## config.mk

```make
export PLATFORM = sky130hd
export DESIGN_NAME = alu_share_ctrl
export DESIGN_NICKNAME = d
export VERILOG_FILES = /design/src/rtl/alu_ctrl_pkg.sv /design/src/rtl/alu_share_ctrl_alu.sv /design/src/rtl/alu_share_ctrl_arb.sv /design/src/rtl/alu_share_ctrl.sv
export SDC_FILE = /design/constraint.sdc
export NUM_CORES = 1
export LEC_CHECK = 0
export ABC_AREA = 1
export CELL_PAD_IN_SITES_DETAIL_PLACEMENT = 1
export CELL_PAD_IN_SITES_GLOBAL_PLACEMENT = 1
export CORE_MARGIN = 3
export CORE_UTILIZATION = 35
export CTS_BUF_LIST = sky130_fd_sc_hd__clkbuf_16
export DETAILED_ROUTE_END_ITERATION = 16
export HOLD_SLACK_MARGIN = 0.05
export PLACE_DENSITY_LB_ADDON = 0.12
export SYNTH_ARGS = -nofsm -noshare
export SYNTH_HDL_FRONTEND = slang
export SYNTH_SLANG_ARGS = --single-unit
```

## constraint.sdc

```tcl
create_clock -name clk -period 6 [get_ports clk]
set_input_delay 0.6 -clock clk [delete_from_list [all_inputs] [get_ports clk]]
set_output_delay 0.6 -clock clk [all_outputs]
set_load 0.02 [all_outputs]
```

## src/rtl/alu_ctrl_pkg.sv

```systemverilog
// Purpose : shared ALU op codes, op legality check and controller FSM states.
// Latency : n/a (declarations only).
// Backpressure: n/a.
package alu_ctrl_pkg;

   localparam logic [3:0] OP_AND = 4'b0000;
   localparam logic [3:0] OP_OR  = 4'b0001;
   localparam logic [3:0] OP_ADD = 4'b0010;
   localparam logic [3:0] OP_SUB = 4'b0100;
   localparam logic [3:0] OP_SLT = 4'b1000;

   typedef enum logic [1:0] {
      ST_IDLE = 2'd0,
      ST_EXEC = 2'd1,
      ST_RESP = 2'd2
   } state_t;

   function automatic logic op_legal(input logic [3:0] op);
      return (op == OP_AND) || (op == OP_OR) || (op == OP_ADD) ||
             (op == OP_SUB) || (op == OP_SLT);
   endfunction

endpackage

```

## src/rtl/alu_share_ctrl_alu.sv

```systemverilog
// Purpose : combinational ALU (AND/OR/ADD/SUB/unsigned SLT) with zero flag.
// Latency : 0 cycles, purely combinational.
// Backpressure: none; caller owns sequencing.
// Ports: a, b operands; alu_control op code; result, zero outputs.
module alu_share_ctrl_alu
   import alu_ctrl_pkg::*;
#(
   parameter int W = 32
) (
   input  logic [W-1:0] a,
   input  logic [W-1:0] b,
   input  logic [3:0]   alu_control,
   output logic [W-1:0] result,
   output logic         zero
);

   always_comb begin
      result = '0;
      case (alu_control)
         OP_AND:  result = a & b;
         OP_OR:   result = a | b;
         OP_ADD:  result = a + b;
         OP_SUB:  result = a - b;
         OP_SLT:  result = {{(W-1){1'b0}}, (a < b)};
         default: result = '0;
      endcase
      zero = (result == '0);
   end

endmodule

```

## src/rtl/alu_share_ctrl_arb.sv

```systemverilog
// Purpose : 2-way grant, round-robin via ptr or fixed priority to requester 0.
// Latency : 0 cycles, purely combinational.
// Backpressure: a lone requester always wins; gnt is one-hot or zero.
// Ports: req request vector, ptr preferred requester on conflict, fixed forces 0; gnt grant.
module arb_rr2 (
   input  logic [1:0] req,
   input  logic       ptr,
   input  logic       fixed,
   output logic [1:0] gnt
);

   always_comb begin
      gnt = req;
      if (req == 2'b11) begin
         gnt = (fixed || !ptr) ? 2'b01 : 2'b10;
      end
   end

endmodule

```

## src/rtl/alu_share_ctrl.sv

```systemverilog
// Purpose : time-shares one ALU between two requesters, returns result to the winner.
// Latency : accept in cycle N -> resp_valid in N+2; at most one op per 3 cycles.
// Backpressure: req_ready only in IDLE; response held until resp_ready of the winner.
// Ports: req_* per-requester op channel, resp_* per-requester valid with shared
//        result/zero/err bus, busy = controller not idle.
module alu_share_ctrl
   import alu_ctrl_pkg::*;
#(
   parameter int DATA_W     = 32,
   parameter bit PRIO_FIXED = 1'b0
) (
   input  logic                clk,
   input  logic                reset,
   input  logic [1:0]          req_valid,
   output logic [1:0]          req_ready,
   input  logic [2*DATA_W-1:0] req_a,
   input  logic [2*DATA_W-1:0] req_b,
   input  logic [7:0]          req_op,
   output logic [1:0]          resp_valid,
   input  logic [1:0]          resp_ready,
   output logic [DATA_W-1:0]   resp_result,
   output logic                resp_zero,
   output logic                resp_err,
   output logic                busy
);

   state_t            state, state_nxt;
   logic              rr_ptr;
   logic [1:0]        gnt;
   logic              gnt_id;
   logic [DATA_W-1:0] sel_a, sel_b;
   logic [3:0]        sel_op;

   logic [DATA_W-1:0] a_q, b_q, res_q;
   logic [3:0]        op_q;
   logic              id_q, err_q, zero_q;

   logic [3:0]        alu_op;
   logic [DATA_W-1:0] alu_result;
   logic              alu_zero;

   arb_rr2 u_arb (
      .req   (req_valid),
      .ptr   (rr_ptr),
      .fixed (PRIO_FIXED),
      .gnt   (gnt)
   );

   assign gnt_id = gnt[1];
   assign sel_a  = gnt_id ? req_a[2*DATA_W-1:DATA_W] : req_a[DATA_W-1:0];
   assign sel_b  = gnt_id ? req_b[2*DATA_W-1:DATA_W] : req_b[DATA_W-1:0];
   assign sel_op = gnt_id ? req_op[7:4] : req_op[3:0];

   // Illegal codes are replaced by AND at capture so the ALU never sees them.
   assign alu_op = op_q;

   alu_share_ctrl_alu #(.W(DATA_W)) u_alu (
      .a           (a_q),
      .b           (b_q),
      .alu_control (alu_op),
      .result      (alu_result),
      .zero        (alu_zero)
   );

   always_comb begin
      state_nxt  = state;
      req_ready  = 2'b00;
      resp_valid = 2'b00;
      case (state)
         ST_IDLE: begin
            req_ready = gnt;
            if (gnt != 2'b00) state_nxt = ST_EXEC;
         end
         ST_EXEC: state_nxt = ST_RESP;
         ST_RESP: begin
            resp_valid[id_q] = 1'b1;
            if (resp_ready[id_q]) state_nxt = ST_IDLE;
         end
         default: state_nxt = ST_IDLE;
      endcase
   end

   always_ff @(posedge clk) begin
      if (reset) begin
         state  <= ST_IDLE;
         rr_ptr <= 1'b0;
         a_q    <= '0;
         b_q    <= '0;
         op_q   <= OP_AND;
         id_q   <= 1'b0;
         err_q  <= 1'b0;
         res_q  <= '0;
         zero_q <= 1'b0;
      end else begin
         state <= state_nxt;
         if (state == ST_IDLE && gnt != 2'b00) begin
            a_q   <= sel_a;
            b_q   <= sel_b;
            op_q  <= op_legal(sel_op) ? sel_op : OP_AND;
            id_q  <= gnt_id;
            err_q <= !op_legal(sel_op);
         end
         if (state == ST_EXEC) begin
            // An illegal op still ran AND on real operands; force the documented 0 result.
            res_q  <= err_q ? '0 : alu_result;
            zero_q <= err_q | alu_zero;
         end
         if (state == ST_RESP && resp_ready[id_q] && !PRIO_FIXED) begin
            rr_ptr <= ~id_q;
         end
      end
   end

   assign resp_result = res_q;
   assign resp_zero   = zero_q;
   assign resp_err    = err_q;
   assign busy        = (state != ST_IDLE);

endmodule
```

==> impl_metrics.py, run 1 <==
metrics = {
    "clock_network": {
        "htree_levels": 3,
        "post_cts_buffers": 0,
        "numCtsBuffers": 9,
        "cts_resized": 0,
        "cts.clk_slew.worst_paths_ns": 0.09,
        "cts.sinks": 106,
        "postCtsHoldBufs": 0,
        "cts_buffer_depth": 2,
        "cts_tree": "done",
        "clkLatencyLatePin_ns": 0.38,
        "cts_root_buf": "clkbuf_16",
    },
    "global_route": {
        "grt_pass1_wl_um": 69600,
        "grt_usage_pct": 26.7,
        "antenna_found_initial": 0,
        "grt-ovfl-total": 0,
        "grt_max_degree": 88,
        "grt_pass1_vias": 12500,
    },
    "logic_synthesis": {
        "synthArstFlopShare_pct": 0,
        "synthFlopType": "dfxtp_1",
        "synth_edf_count": 0,
        "ys_warn_count": 0,
        "yosysSeqAreaShare_pct": 19.5,
        "yosys.area.top_type": "nand2_1",
        "netlist_instances": 1931,
        "synth_top_area_share_pct": 22.9,
        "mappedNetlistArea_mm2": 0.0109,
        "synthTopCellsByArea": "nand2_1 (23%), dfxtp_1 (20%), ha_1 (12%), inv_1 (12%), nand3_1 (5.7%)",
        "yosysUniqueCellTypes": 41,
        "syn_area_per_cell_um2": 5.63,
        "ys_seq_elements": 106,
        "synth_common_cells": "nand2_1 (664), inv_1 (346), nor2_1 (129)",
        "synth_fp_nets": 2183,
        "yosysMostFrequentCell": "nand2_1",
    },
    "route": {
        "vias": 12600,
        "viasPerCell": 5.17,
        "ant_nets": 0,
        "first_pass_iters": 8,
        "drc": 0,
        "drtIter0Drc": 832,
        "routed_wl_um": 45400,
        "wl_per_cell_um": 18.6,
    },
    "floorplan": {
        "core_mm2": 0.0301,
        "die_x_um": 182,
        "initial_core_util_pct": 36.1,
        "std_cell_rows": 63,
        "pin_count": 181,
        "die_area_mm2": 0.0332,
        "die_h_um": 182,
    },
    "placement": {
        "dp_hpwl_um": 37200,
        "gp_congestion": 0.955,
        "pre_cts_ws_ns": 2.52,
        "portBuffers": 180,
        "dp.cells": 2429,
    },
    "sta": {
        "fin_worst_skew_ns": 0.0146,
        "slew_headroom_pct": 32.5,
        "setup_viol": 0,
        "rsz0062_at_grt": "no",
        "tns_ns": 0,
        "worst-slew-pin-transition_ns": 1.01,
        "final-max-slew-violation-count": 0,
        "hold_ws_ns": 0.468,
        "min_period_ns": 3.27,
        "finalWorstSetupSlack_ns": 2.73,
        "fin_crit_sh_pct": 54.5,
        "hold_viol": 0,
        "max_freq_mhz": 306,
    },
    "pwr": {
        "combPwrFrac_pct": 51.0,
        "p_int_w": 0.00161,
        "seq_power_share_pct": 27.4,
        "p_sw_share_pct": 48.6,
        "power.density_mw_per_mm2": 237,
        "p_switching_w": 0.00152,
        "clkPwrFrac_pct": 21.6,
        "power_leakage_nw": 6.54,
        "ir_worst_vdd_uv": 137,
    },
    "setup_path": {
        "cp.required_ns": 6.32,
        "crit_type": "reg2reg",
        "endpoint_kind": "register",
        "arrival_ns": 3.59,
        "critPathLaunchType": "register",
        "path_max_fanout": 8,
        "r2r_slack_ns": 2.73,
    },
    "finish": {
        "fill_cells": 4208,
        "final_cells": 2446,
        "fin_nets": 2302,
        "syn_to_final_growth_pct": 21.2,
        "drive_above_1_share_pct": 2.43,
    },
    "outcome": {
        "status": "finished, final reports clean",
    },
    "flow_run": {
        "drv_cap": 0,
    },
    "min_path": {
        "min_path_type": "reg2reg",
    },
}
## cell type report
| cell class | count | area (um2) | area share [%] |
|---|---|---|---|
| multi-input cells | 1391 | 7080 | 53.7 |
| flip-flops and latches | 106 | 2120 | 16.1 |
| repair buffers | 189 | 1860 | 14.1 |
| inverters | 353 | 1330 | 10.1 |
| well taps | 390 | 488 | 3.70 |
| clock buffers | 9 | 225 | 1.71 |
| clock inverters | 7 | 82.6 | 0.626 |
| diodes | 1 | 2.50 | 0.0190 |
## metrics by stage
stage	util [%]	cell area (um2)	power, W
5_1_grt	43.8	13200	0.00336
2_1_floorplan	-	10900	0.00187
3_5_place_dp	42.8	12900	0.00245
3_3_place_gp	42.8	12900	0.00240
6_report	43.8	13200	0.00313
4_1_cts	43.8	13200	0.00312
## state kept, by name, summed over array words and instances (netlist names)
signal       cells
id_q             1
state            2
a_q             32
rr_ptr           1
resp_result     32
alu_op           4
resp_err         1
resp_zero        1
b_q             32
## final timing paths
| path | startpoint | end | cells after the start |
|---|---|---|---|
| worst max-delay path | b_q[4]$_SDFFE_PP0P_ | resp_zero$_SDFFE_PP0N_ | 19 |
| worst min-delay path | resp_result[20]$_SDFFE_PP0N_ | resp_result[20]$_SDFFE_PP0N_ | 2 |
| worst max register to register | b_q[4]$_SDFFE_PP0P_ | resp_zero$_SDFFE_PP0N_ | 19 |
| worst min register to register | resp_result[20]$_SDFFE_PP0N_ | resp_result[20]$_SDFFE_PP0N_ | 2 |
## cells by family after synthesis
logic type	share of synthesized area (%)
and+or+nand+nor	36.5
buffers and inverters	15.6
AOI/OAI and AO/OA	15.4
adders and majority gates	12.8
DFF	19.5
xor gates and xnor gates	0.0805
muxes	0.0920
## per-layer routing
metal / track usage (%) / vias up / part of all wire [%]
met4: 5.55 / 0 / 1.6
met2: 41.1 / 407 / 42
li1: - / 6261 / -
met3: 3.97 / 34 / 6.6
met1: 39.6 / 5938 / 49
met5: 0 / - / 0
## cells in the final DEF, fill, tap and decap left out, drive strengths merged, types with 5 or more instances in the layout
master / Yosys / final
clkdlybuf4s50: 0 / 179
nor2: 134 / 134
o21ai: 110 / 110
nand4: 14 / 14
dfxtp: 106 / 106
clkinv: 2 / 5
inv: 351 / 354
or2: 5 / 5
o22ai: 27 / 27
and2: 6 / 6
buf: 31 / 10
nor3: 17 / 17
o21bai: 6 / 6
clkbuf: 50 / 9
a21oi: 83 / 83
nand3b: 6 / 6
nand2: 664 / 664
ha: 108 / 108
nand3: 125 / 125
a31oi: 69 / 69
## worst max-delay path, cell delays in order, from the launching register on
cell,delay [ns]
dfxtp_1,0.41
inv_1,0.08
ha_1,0.41
nor2_1,0.42
nand2_1,0.14
inv_1,0.07
nand2_1,0.05
nand2_1,0.20
nand2_1,0.10
nand2_1,0.15
nand2_1,0.12
nand2_1,0.08
nand2_1,0.05
nand3_1,0.10
nand3_1,0.18
nor2_1,0.19
nand2_1,0.07
nor2_1,0.16
nand3_1,0.11
a21oi_2,0.12
## power groups by stage
stage          registers, W  clock network, W  logic, W
6_report           0.000857          0.000674   0.00160
5_1_grt            0.000868          0.000713   0.00178
4_1_cts            0.000857          0.000688   0.00158
3_5_place_dp       0.000872                 0   0.00157
3_3_place_gp       0.000866                 0   0.00154
2_1_floorplan      0.000842                 0   0.00103
Note: power is estimated with default switching activity, not from simulation.
==> inputs of run 2 (changes only) <==
--- a/config.mk
+++ b/config.mk
@@ -9,7 +9,7 @@
 export CELL_PAD_IN_SITES_DETAIL_PLACEMENT = 1
 export CELL_PAD_IN_SITES_GLOBAL_PLACEMENT = 1
 export CORE_MARGIN = 3
-export CORE_UTILIZATION = 35
+export CORE_UTILIZATION = 34
 export CTS_BUF_LIST = sky130_fd_sc_hd__clkbuf_16
 export DETAILED_ROUTE_END_ITERATION = 16
 export HOLD_SLACK_MARGIN = 0.05
==> constraint.sdc (replaced) <==
create_clock -name clk -period 2.9 [get_ports clk]
set_input_delay 0.29 -clock clk [delete_from_list [all_inputs] [get_ports clk]]
set_output_delay 0.29 -clock clk [all_outputs]
set_load 0.02 [all_outputs]
==> run 2 against run 1 <==
Total power increased by 140%. First-iteration DRC count increased by 28%. Clock power increased by 94%. Sequential cell count unchanged. Sequential power increased by 98%. Global-route usage increased by 3.2 points. Clock skew increased by 0.0070 ns. Die area increased by 2.8%. Core utilization increased by 5.2 points. Register-to-register slack got worse by 2.6 ns. Non-clock buffer count increased by 198. Critical path type unchanged.
==> impl_metrics.py, run 2 (same netlist as run 1, synthesis figures left out) <==
metrics = {
    "setup_path": {
        "crit_type": "reg2reg",
        "cp.required_ns": 3.23,
        "path_max_fanout": 3,
        "arrival_ns": 3.10,
        "critPathMaxStageDelay_ns": 0.35,
        "r2r_start": "a_q[2]$_SDFFE_PP0P_",
        "cp_common_cell": "nand2_1",
        "endpoint_kind": "register",
        "path_cells": "inv_1 > ha_1 > inv_2 > nand2_1 > nand2_1 > nand2_1 > nand3_2 > nand2_1 > nand3_2 > nand2_1 > nand3_1 > nand3_1 > nand3_1 > nor2_2 > nand2_1 > nor2_2 > nand3_2 > a21oi_2",
        "cp_num_buf_inv": 2,
        "critPathLaunchType": "register",
        "crit_family": "simple AND/OR/NAND/NOR gates",
        "reg2regPathDepth": 18,
        "reg2reg_to": "resp_zero$_SDFFE_PP0N_",
        "cp_slowest_cell": "ha_1",
        "setup.worst_path.start": "a_q[2]$_SDFFE_PP0P_",
        "cp.depth": 18,
        "cp-endpoint": "resp_zero$_SDFFE_PP0N_",
        "r2r_slack_ns": 0.13,
    },
    "min_path": {
        "min_path_type": "in2reg",
        "hold_depth": 4,
    },
    "clock_network": {
        "cts_buffer_depth": 2,
        "cts.sinks": 106,
        "numCtsBuffers": 9,
        "cts.clk_slew.worst_paths_ns": 0.10,
        "postCtsHoldBufs": 0,
        "cts_tree": "done",
        "clkLatencyLatePin_ns": 0.39,
        "htree_levels": 3,
        "cts_root_buf": "clkbuf_16",
    },
    "floorplan": {
        "die_h_um": 185,
        "std_cell_rows": 64,
        "core_mm2": 0.0311,
        "pin_count": 181,
        "die_area_mm2": 0.0342,
        "die_x_um": 185,
        "initial_core_util_pct": 35.0,
    },
    "pwr": {
        "power_w": 0.00755,
        "p_sw_share_pct": 47.6,
        "seq_power_share_pct": 22.5,
        "power_leakage_nw": 7.62,
        "power.density_mw_per_mm2": 497,
        "combPwrFrac_pct": 60.2,
        "p_int_w": 0.00396,
        "p_switching_w": 0.00360,
        "clkPwrFrac_pct": 17.3,
        "ir_worst_vdd_uv": 300,
    },
    "route": {
        "routed_wl_um": 52200,
        "drc": 0,
        "wl_per_cell_um": 19.7,
        "first_pass_iters": 5,
        "vias": 13700,
        "viasPerCell": 5.16,
        "ant_nets": 0,
        "route.layer.met1.wl_um": 25300,
        "drtIter0Drc": 1067,
        "wl_met2_um": 22000,
        "wl_met3_um": 3930,
        "highest_layer": "met4",
    },
    "outcome": {
        "status": "finished, final reports clean",
    },
    "finish": {
        "drive_above_1_share_pct": 16.0,
        "multi_input_area_mm2": 0.00758,
        "final_cell_mix": "nand2_1 (642), inv_1 (341), buf_4 (204)",
        "fin_area_mm2": 0.0152,
        "layout_commonest_cell": "nand2_1",
        "diodes": 0,
        "fill_cells": 4244,
        "final-seq-area_mm2": 0.00215,
        "syn_to_final_growth_pct": 39.8,
        "fin_nets": 2500,
    },
    "global_route": {
        "grt-ovfl-total": 0,
        "antenna_found_initial": 1,
        "grt_usage_pct": 29.9,
        "grt_pass1_wl_um": 78400,
        "grt_pass1_vias": 13700,
        "grt_max_degree": 67,
    },
    "sta": {
        "final-max-slew-violation-count": 0,
        "setup_viol": 0,
        "max_freq_mhz": 361,
        "worst-slew-pin-transition_ns": 0.637,
        "slew_headroom_pct": 57.4,
        "min_period_ns": 2.77,
        "hold_viol": 0,
        "tns_ns": 0,
        "fin_crit_sh_pct": 95.4,
        "fin_worst_skew_ns": 0.0216,
    },
    "flow_run": {
        "drv_cap": 0,
    },
    "placement": {
        "gp_congestion": 0.983,
        "portBuffers": 180,
        "dpl_cell_area_mm2": 0.0143,
        "dp_hpwl_um": 43300,
    },
}
## run 2: how the worst min path moves through the flow
stage | startpoint | endpoint | slack, ns
2_1_floorplan | resp_ready[0] | rr_ptr$_SDFFE_PP0P_ | 0.44
3_5_place_dp | resp_result[14]$_SDFFE_PP0N_ | resp_result[14]$_SDFFE_PP0N_ | 0.46
5_1_grt | reset | a_q[13]$_SDFFE_PP0P_ | 0.35
3_3_place_gp | resp_result[16]$_SDFFE_PP0N_ | resp_result[16]$_SDFFE_PP0N_ | 0.45
6_report | reset | b_q[0]$_SDFFE_PP0P_ | 0.31
4_1_cts | reset | a_q[13]$_SDFFE_PP0P_ | 0.31
## run 2: per-stage QoR
step / std cells / setup WS (ns) / utilization [%] / hold WS (ns)
floorplan: 1931 / 0.693 / - / 0.439
global placement: 2624 / -0.235 / 46.1 / 0.451
detailed placement: 2624 / -0.298 / 46.1 / 0.456
CTS: 2640 / 0.00584 / 47.3 / 0.307
global route: 2649 / -0.0317 / 48.9 / 0.348
finish: 2649 / 0.133 / 48.9 / 0.315
## run 2: repair_timing
item,4_1_cts,5_1_grt
resized for setup,27,119
setup buffers,0,10
pin swaps,2,24
setup endpoints to repair,1,3
## run 2: area by class of cell
cell class / instances / area share, %
repair buffers: 387 / 22.2
well taps: 396 / 3.26
clock buffers: 9 / 1.48
flip-flops and latches: 106 / 14.1
multi-input cells: 1391 / 49.8
clock inverters: 7 / 0.420
inverters: 353 / 8.72
## run 2: worst register-to-register path, cell delays in order, from the launching register on
cell	delay, ns
dfxtp_1	0.34
inv_1	0.06
ha_1	0.35
inv_2	0.06
nand2_1	0.15
nand2_1	0.11
nand2_1	0.13
nand3_2	0.16
nand2_1	0.16
nand3_2	0.16
nand2_1	0.12
nand3_1	0.08
nand3_1	0.13
nand3_1	0.12
nor2_2	0.17
nand2_1	0.09
nor2_2	0.12
nand3_2	0.07
a21oi_2	0.14
## run 2: per-layer routing
layer | GRT usage, % | up-vias
li1 | - | 6655
met1 | 43.2 | 6504
met2 | 45.1 | 450
met3 | 7.03 | 48
met4 | 6.96 | 0
met5 | 0 | -
## run 2: power groups by stage
stage / combinational, W / sequential (W) / clock (W)
after CTS: 0.00419 / 0.00170 / 0.00133
after global routing: 0.00494 / 0.00172 / 0.00138
after global placement: 0.00402 / 0.00172 / 0
after detailed placement: 0.00411 / 0.00173 / 0
after floorplan: 0.00213 / 0.00174 / 0
final: 0.00455 / 0.00170 / 0.00131
